--- config.mk ---
export PLATFORM = sky130hd
export DESIGN_NAME = adder_bist
export DESIGN_NICKNAME = d
export VERILOG_FILES = /design/src/rtl/adder_bist.sv
export SDC_FILE = /design/constraint.sdc
export NUM_CORES = 2
export LEC_CHECK = 0
export BUFFER_PORTS_ARGS = -buffer_cell sky130_fd_sc_hd__buf_2
export CAP_MARGIN = 20
export CORE_MARGIN = 2
export CORE_UTILIZATION = 35
export CTS_BUF_LIST = sky130_fd_sc_hd__clkbuf_4
export CTS_CLUSTER_DIAMETER = 60
export DETAILED_ROUTE_END_ITERATION = 8
export HOLD_SLACK_MARGIN = 0.03
export PLACE_DENSITY = 0.61
export SYNTH_ARGS = -nofsm -noshare
export SYNTH_HDL_FRONTEND = slang
export SYNTH_SLANG_ARGS = --single-unit
--- constraint.sdc ---
create_clock -name clk -period 8.2 [get_ports clk]
set_clock_uncertainty 0.2 [all_clocks]
set_input_delay 0.82 -clock clk [delete_from_list [all_inputs] [get_ports clk]]
set_output_delay 0.82 -clock clk [all_outputs]
set_load 0.01 [all_outputs]
--- src/rtl/adder_bist.sv ---
// Built-in self-test controller for N-bit adders: drives directed then LFSR
// operands, checks the (optionally pipelined) DUV response against a reference.
//
// state | meaning
// IDLE  | waiting for start after reset
// RUN   | one vector per cycle, NUM_VEC cycles
// DRAIN | LAT cycles for the last responses to arrive
// DONE  | results held until the next start
module adder_bist #(
  parameter int          N       = 128,
  parameter int          LAT     = 0,
  parameter int unsigned NUM_VEC = 30000,
  parameter bit          CHK_PG  = 1'b1,
  parameter logic [31:0] SEED    = 32'h1
) (
  input  logic         clk,
  input  logic         rst_n,
  input  logic         start,
  output logic [N-1:0] a,
  output logic [N-1:0] b,
  output logic         cin,
  input  logic [N-1:0] s_duv,
  input  logic         cout_duv,
  input  logic         prop_duv,
  input  logic         gen_duv,
  output logic         busy,
  output logic         done,
  output logic         pass,
  output logic [15:0]  err_count,
  output logic [31:0]  first_fail_idx,
  output logic [31:0]  vec_count
);

  localparam int W = (N + 31) / 32;
  localparam int K = 2 * W + 1;
  localparam logic [31:0]      POLY       = 32'h80200003;
  localparam logic [32*W-1:0]  PAT_W      = {W{32'h55555555}};
  localparam logic [N-1:0]     PAT_P      = PAT_W[N-1:0];
  localparam logic [N-1:0]     ALL1       = '1;
  localparam logic [2:0]       DRAIN_LOAD = (LAT > 0) ? 3'(LAT - 1) : 3'd0;

  typedef enum logic [1:0] {IDLE, RUN, DRAIN, DONE} state_t;

  typedef struct packed {
    logic         valid;
    logic [31:0]  idx;
    logic [N-1:0] s;
    logic         cout;
    logic         prop;
    logic         gen;
  } ref_t;

  state_t state_q, state_d;
  logic [31:0] idx;
  logic [2:0]  drain_cnt;
  logic [31:0] lane [K];
  logic        last_vec;

  logic [32*W-1:0] rnd_a, rnd_b;
  logic [N-1:0]    nxt_a, nxt_b;
  logic            nxt_cin;

  logic [N:0] sum_ab, sum_full;
  ref_t       ref_now, ref_al;
  logic       mismatch;

  function automatic logic [31:0] lane_seed(input int k);
    logic [31:0] s;
    s = SEED ^ (32'(k) * 32'h9E3779B9);
    return (s == 32'h0) ? 32'h1 : s;
  endfunction

  function automatic logic [31:0] lane_step(input logic [31:0] s);
    return (s >> 1) ^ (s[0] ? POLY : 32'h0);
  endfunction

  assign last_vec = (idx == NUM_VEC - 1);

  always_comb begin
    state_d = state_q;
    unique case (state_q)
      IDLE, DONE: if (start) state_d = RUN;
      RUN:        if (last_vec) state_d = (LAT == 0) ? DONE : DRAIN;
      DRAIN:      if (drain_cnt == 3'd0) state_d = DONE;
      default:    state_d = IDLE;
    endcase
  end

  always_comb begin
    rnd_a = '0;
    rnd_b = '0;
    for (int k = 0; k < W; k++) begin
      rnd_a[32*k +: 32] = lane[k];
      rnd_b[32*k +: 32] = lane[W+k];
    end
  end

  // Operands for vector idx+1, registered on the next edge.
  always_comb begin
    nxt_a   = rnd_a[N-1:0];
    nxt_b   = rnd_b[N-1:0];
    nxt_cin = lane[K-1][0];
    unique case (idx)
      32'd0:   begin nxt_a = ALL1;  nxt_b = '0;     nxt_cin = 1'b1; end
      32'd1:   begin nxt_a = ALL1;  nxt_b = ALL1;   nxt_cin = 1'b1; end
      32'd2:   begin nxt_a = PAT_P; nxt_b = ~PAT_P; nxt_cin = 1'b0; end
      default: ;
    endcase
  end

  always_ff @(posedge clk or negedge rst_n) begin
    if (!rst_n) begin
      state_q        <= IDLE;
      idx            <= '0;
      drain_cnt      <= '0;
      a              <= '0;
      b              <= '0;
      cin            <= 1'b0;
      vec_count      <= '0;
      err_count      <= '0;
      first_fail_idx <= '0;
      for (int k = 0; k < K; k++) lane[k] <= lane_seed(k);
    end else begin
      state_q <= state_d;
      if (ref_al.valid && mismatch) begin
        if (err_count != 16'hFFFF) err_count <= err_count + 16'd1;
        if (err_count == 16'd0) first_fail_idx <= ref_al.idx;
      end
      unique case (state_q)
        IDLE, DONE: begin
          if (start) begin
            idx            <= '0;
            vec_count      <= 32'd1;
            a              <= '0;
            b              <= '0;
            cin            <= 1'b0;
            err_count      <= '0;
            first_fail_idx <= '0;
            for (int k = 0; k < K; k++) lane[k] <= lane_seed(k);
          end
        end
        RUN: begin
          if (last_vec) begin
            a         <= '0;
            b         <= '0;
            cin       <= 1'b0;
            drain_cnt <= DRAIN_LOAD;
          end else begin
            idx       <= idx + 32'd1;
            vec_count <= vec_count + 32'd1;
            a         <= nxt_a;
            b         <= nxt_b;
            cin       <= nxt_cin;
            // Lanes advance only when a random vector is consumed.
            if (idx >= 32'd3)
              for (int k = 0; k < K; k++) lane[k] <= lane_step(lane[k]);
          end
        end
        DRAIN: if (drain_cnt != 3'd0) drain_cnt <= drain_cnt - 3'd1;
        default: ;
      endcase
    end
  end

  assign sum_ab   = {1'b0, a} + {1'b0, b};
  assign sum_full = sum_ab + {{N{1'b0}}, cin};

  always_comb begin
    ref_now       = '0;
    ref_now.valid = (state_q == RUN);
    ref_now.idx   = idx;
    ref_now.s     = sum_full[N-1:0];
    ref_now.cout  = sum_full[N];
    ref_now.prop  = &(a ^ b);
    ref_now.gen   = sum_ab[N];
  end

  generate
    if (LAT == 0) begin : g_comb
      assign ref_al = ref_now;
    end else begin : g_pipe
      ref_t pipe [LAT];
      always_ff @(posedge clk or negedge rst_n) begin
        if (!rst_n) begin
          for (int j = 0; j < LAT; j++) pipe[j] <= '0;
        end else begin
          pipe[0] <= ref_now;
          for (int j = 1; j < LAT; j++) pipe[j] <= pipe[j-1];
        end
      end
      assign ref_al = pipe[LAT-1];
    end
  endgenerate

  always_comb begin
    mismatch = (s_duv != ref_al.s) || (cout_duv != ref_al.cout);
    if (CHK_PG && ((prop_duv != ref_al.prop) || (gen_duv != ref_al.gen)))
      mismatch = 1'b1;
  end

  assign busy = (state_q == RUN) || (state_q == DRAIN);
  assign done = (state_q == DONE);
  assign pass = done && (err_count == 16'd0);

endmodule

-- Word level (Yosys, flattened, before mapping)
Index checks and enable logic that the tools add are counted.
- flip-flop bits (word level): 662
- input port bits: 134
- output and inout port bits: 340
- word-level logic and storage cells: 118
- $add $sub $neg: 6
- magnitude comparators: 1
- eq/ne operators: 17
- mux-type cells: 46
- bitwise gates (word level): 10
- reductions and logical operators: 20
- operators with widths (cell ; number):
    two-way mux 288 bit ; 3
    one-hot mux 128 bit (2 select lines) ; 3
    one-hot mux 288 bit (2 select lines) ; 1
    two-way mux 32 bit ; 17
    two-way mux 128 bit ; 3
    one-hot mux 128 bit (3 select lines) ; 1
    bitwise XOR 31 x 32 -> 32 bit ; 9
    adder 128 x 128 -> 129 bit ; 1
    adder 129 x 1 -> 129 bit ; 1
    inequality test 128 bit ; 1
    one-hot mux 32 bit (2 select lines) ; 2
    AND reduction 128 bit ; 1
    bitwise XOR 128 bit ; 1
    adder 32 x 1 -> 32 bit, second input constant ; 2
    two-way mux 16 bit ; 4
    equality test 32 x 1 -> 1 bit, second input constant ; 1
    equality test 32 x 15 -> 1 bit, second input constant ; 1
    equality test 32 x 2 -> 1 bit, second input constant ; 1
    greater-or-equal comparator 32 x 2 -> 1 bit, second input constant ; 1
    logical NOT 32 bit ; 1
    adder 16 x 1 -> 16 bit, second input constant ; 1
    logical NOT 16 bit ; 1
    inequality test 16 bit, second input constant ; 1
    inequality test 2 bit, second input constant ; 5
    21 further kinds ; 37

-- Logic depth before layout (Yosys ltp)
- depth in word-level cells: 9
- depth in mapped cells: 25
- gate-level depth less buffers: 21

-- Least setup slack after synthesis
No wires, ideal clock.
- kind: reg-to-reg
- from: reg a[0]
- to: reg first_fail_idx[10]
- library setup time: 124 ps
- data arrival time: 5903 ps
- data required time: 7876 ps
- slack: 1974 ps
- stages on the path, launching flop included: 24
- buffers on the path: 3
- period minus slack after synthesis: 6226 ps
- cells stage by stage: dfrtp_1 -> ha_1 -> inv_1 -> fa_1 -> nand2b_1 -> a21bo_2 -> nor2_2 -> o21ai_4 -> a21oi_1 -> xnor2_1 -> or4b_1 -> clkbuf_2 -> or4_4 -> or4_4 -> nor4b_4 -> xnor2_1 -> o21ai_0 -> or3_1 -> nor4_4 -> nand4b_4 -> and3_1 -> buf_6 -> buf_6 -> mux2i_1
- longest elaborated chain between the ends: 9
- elaborated cells between the ends (all ways): 15
- those cells by class: 2 x add/sub; 4 x eq/ne; 4 x mux; 1 x bitwise; 4 x reduce/logical
- RTL lines (element ; line ; text):
    start, declared ; 19 ; output logic [N-1:0] a,
    start signal, assigned ; 151 ; a <= nxt_a;
    adder 128 x 128 -> 129 bit or bitwise XOR 128 bit (tied branches) ; 165, 174 ;
    adder 129 x 1 -> 129 bit or AND reduction 128 bit (tied branches) ; 166, 174 ;
    inequality test 128 bit, or another cell as far along ; 196 ; mismatch = (s_duv != ref_al.s) || (cout_duv != ref_al.cout);
    logical OR 1 bit, on equally long branches ; 196, 197 ;
    two-way mux 1 bit * ; 197 ; if (CHK_PG && ((prop_duv != ref_al.prop) || (gen_duv != ref_al.gen)))
    logical AND 1 bit * ; 125 ; if (ref_al.valid && mismatch) begin
    two-way mux 32 bit * ; 125 ;
    two-way mux 32 bit ; 131 ; if (start) begin
    two-way mux 32 bit * ; 129 ; unique case (state_q)
    end signal, assigned ; 127 ; if (err_count == 16'd0) first_fail_idx <= ref_al.idx;
    end, declared ; 30 ; output logic [31:0] first_fail_idx,
Every way passes the cells marked *; elsewhere a longest branch is shown, timed or not.
A chain may end at the register's enable or synchronous reset.

-- Worst setup path after layout
- from: reg b[64]
- to: reg first_fail_idx[1]
- longest elaborated chain between the ends: 9
- elaborated cells between the ends (all ways): 15
- those cells by class: 2 x add/sub; 4 x eq/ne; 4 x mux; 1 x bitwise; 4 x reduce/logical
- RTL lines (element ; line ; text):
    start, declared ; 20 ; output logic [N-1:0] b,
    start signal, assigned ; 152 ; b <= nxt_b;
    adder 128 x 128 -> 129 bit or bitwise XOR 128 bit (tied branches) ; 165, 174 ;
    adder 129 x 1 -> 129 bit or AND reduction 128 bit (tied branches) ; 166, 174 ;
    inequality test 128 bit, or another cell as far along ; 196 ;
    logical OR 1 bit, on equally long branches ; 196, 197 ;
    two-way mux 1 bit * ; 197 ;
    logical AND 1 bit * ; 125 ;
    two-way mux 32 bit * ; 125 ;
    two-way mux 32 bit ; 131 ;
    two-way mux 32 bit * ; 129 ;
Marked as above.

==> summary.txt <==
Run status
  • Status: finished, final reports clean

Synth
  • Post-synth cell types: 120
  • Simple-gate share of the synthesized area: 0.273
  • Async SR Flop Fraction: 1.00
  • Largest family of logic cells by synthesized area: simple AND/OR/NAND/NOR gates
  • Synth Area in Compound Gates: 0.209
  • Post-synth EDFFs: 0
  • Synth warn: 0
  • Mapped cell area: between 40,000 and 50,000 um2
  • Count leader, synth: nand2_1
  • Adder-cell share of the synthesized area: 0.0386
  • Most area-consuming cells after synthesis: dfrtp_1 (28%), dfstp_2 (7.9%), nand2_1 (7.5%), o21ai_0 (6.4%), nor2_1 (5.3%)
  • Top post-synthesis cells by count: nand2_1 (933), nor2_1 (656), o21ai_0 (597)
  • Synth Area in XOR/XNOR: 0.0571
  • Seq cells post-synth: around 660
  • Post-synthesis mux area share: 0.0151
  • Register area share after synthesis: 0.360
  • Post-synthesis area per instance: roughly 7.9 um2
  • Synthesized Nets: around 6,200
  • Synth Flop Type: dfrtp_1
  • Yosys top cell by area: dfrtp_1
  • Cells after Synth: between 5,000 and 6,000
  • Yosys top cell area share: 0.281

Routing
  • Initial DRC count: between 6,000 and 7,000
  • DRT Wirelength: approximately 210 mm
  • Pre-antenna DRT Iters: 7
  • Via Count: roughly 49,000
  • DRC: 0
  • Routed vias/inst: a little under 6
  • Final ANT Viol Nets: 0
  • DR WL/cell: roughly 26 um

STA
  • Worst-margin pin slew: between 1 and 1.5 ns
  • TNS Setup: 0 ns
  • Endpoints failing setup: 0
  • Achievable Freq: roughly 0.12 GHz
  • Tcrit/Tclk final: 0.989
  • RSZ-0062 raised after global routing: no
  • Final Max Tran Viols: 0
  • Hold Vio Cnt, Final: 0
  • Slew Limit Headroom: 0.192
  • Period minus WS final: around 8.1 ns

Setup path
  • Internal reg-to-reg setup slack: 0.09 ns
  • CP Max Fanout: 32
  • Worst R2R Start: b[64]
  • FF-to-FF End: first_fail_idx[1]
  • Worst Setup Path Type: reg -> reg
  • Worst path required time: roughly 9.0 ns
  • Endpoint class of the critical path: flip-flop
  • Startpoint Class: flip-flop
  • WP data arrival: approximately 8.9 ns
  • FF-to-FF path depth: 19

Finish
  • Nets@finish: around 6,600
  • Layout cells sized above 1: 0.187
  • Area delta synth->final: 14.6%

Global routing
  • Grt total ovfl: 0
  • Largest net degree at the start of global routing: roughly 200
  • Antenna violations before repair: 7
  • GR Util All Layers: 0.305
  • Wire length of the first global-routing pass: between 300 and 400 mm
  • Number of global-route vias before repair: roughly 45,000

Die
  • Placeable Area: 132,000 um2
  • Die outline area: roughly 140,000 um2
  • Initial Util: 0.353
  • Die width: 369 um
  • I/O pin cnt: 474
  • Die H: roughly 370 um
  • FP Rows: approximately 130

Clock tree
  • Clock sink count: 662
  • H-tree level count: 4
  • CTS tree: done
  • Post-CTS Resized: 0
  • CTS max path bufs: 3
  • Clock transition at path regs: approximately 0.06 ns
  • Clock Latency Late Sink: ~1.2 ns
  • CTS buffer count: ~180
  • Root Driver: clkbuf_4

Placed design
  • DPL Wire Length: 167 mm
  • Gpl congestion: 1.05
  • Number of I/O port buffers: 473

Hold path
  • Hold path depth: 2
  • Worst hold path class: reg -> reg
  • Min-delay src: lane[69]
  • Endpoint, Worst Hold: lane[68]

Flow run
  • Maxcap violations: 0
==> kinds of logic (layout without fill, tap and decap cells) <==
| group | count (synthesis) | in the layout |
|---|---|---|
| buffers and inverters | 531 | 1121 |
| and+or+nand+nor | 2633 | 2633 |
| DFF | 662 | 662 |
| adders and majority gates | 143 | 143 |
| muxes | 69 | 69 |
| xor gates and xnor gates | 292 | 292 |
| AOI/OAI and AO/OA | 1566 | 1566 |
| other | 0 | 6 |
==> critical path, cell delays in order (launching register included) <==
cell and delay, ns:
dfrtp_1 0.45, ha_1 0.66, nand4_1 0.42, nor4_1 0.72, nand4_1 0.43, a2111oi_0 0.60
a221o_1 0.45, nor4_1 0.11, a311oi_1 0.69, nor4b_1 0.35, nor4b_1 0.55, and4_1 0.32
and4_1 0.25, xnor2_1 0.14, nand4_1 0.18, nor4_4 0.37, nand4b_4 0.33, and3_2 0.34
buf_12 0.17, mux2i_1 0.15
==> cell usage in the layout, fill, tap and decap left out, drive strengths merged, types with 94 or more instances in the layout <==
| cell type | n |
|---|---|
| inv | 181 |
| dfstp | 140 |
| nand4 | 199 |
| clkbuf | 280 |
| nand3 | 207 |
| dfrtp | 522 |
| ha | 142 |
| a31oi | 158 |
| nor4 | 94 |
| nor3 | 114 |
| nor2 | 658 |
| xnor2 | 140 |
| nand2 | 935 |
| a21oi | 319 |
| xor2 | 146 |
| buf | 621 |
| o21ai | 624 |
==> per-stage QoR <==
step	area (um2)	cells	hold WS (ns)	utilization	setup slack [ns]
2_1_floorplan	46500	5896	0.250	-	1.97
3_3_place_gp	50800	7908	0.268	0.386	0.324
3_5_place_dp	50800	7910	0.271	0.386	0.529
4_1_cts	53300	8239	0.253	0.405	0.450
5_1_grt	53300	8247	0.293	0.405	0.0420
6_report	53300	8247	0.251	0.405	0.0909
==> flip-flops by register name, summed over array words and instances, names as in the netlist <==
signal and flops:
state_q 2, b 128, drain_cnt 3, idx 32, err_count 16, lane 288
cin 1, vec_count 32, first_fail_idx 32, a 128
==> layout make-up <==
| type | count | area (um2) |
|---|---|---|
| sequential | 662 | 16700 |
| multi-input combinational | 4703 | 27700 |
| inverter | 172 | 646 |
| tap | 1755 | 2200 |
| fill | 13700 | 78300 |
| clock inverter | 45 | 304 |
| clock buffer | 280 | 2100 |
| timing repair buffer | 624 | 3650 |
| antenna | 6 | 15.0 |
==> repair_timing <==
action                                 in CTS  in global routing
endpoints found under the hold margin     142                  0
buffers inserted                            0                  0
hold buffers                                4                  0
==> worst max-delay path by stage <==
| stage | start | slack (ns) | endpoint |
|---|---|---|---|
| 2_1_floorplan | a[0] | 1.97 | first_fail_idx[10] |
| 3_3_place_gp | a[0] | 0.32 | first_fail_idx[17] |
| 3_5_place_dp | b[64] | 0.53 | first_fail_idx[22] |
| 4_1_cts | b[64] | 0.45 | first_fail_idx[26] |
| 5_1_grt | a[64] | 0.04 | first_fail_idx[31] |
| 6_report | b[64] | 0.09 | first_fail_idx[1] |
==> metal layers <==
layer | up-vias | wire length [um] | track usage
li1 | 22200 | - | -
met1 | 23800 | 98600 | 0.459
met2 | 2455 | 85500 | 0.422
met3 | 284 | 24000 | 0.0890
met4 | 0 | 5120 | 0.0736
met5 | - | 0 | 0
Power is not shown: default switching activity piles up to over one toggle a cycle in this logic, so the estimate is an artifact.
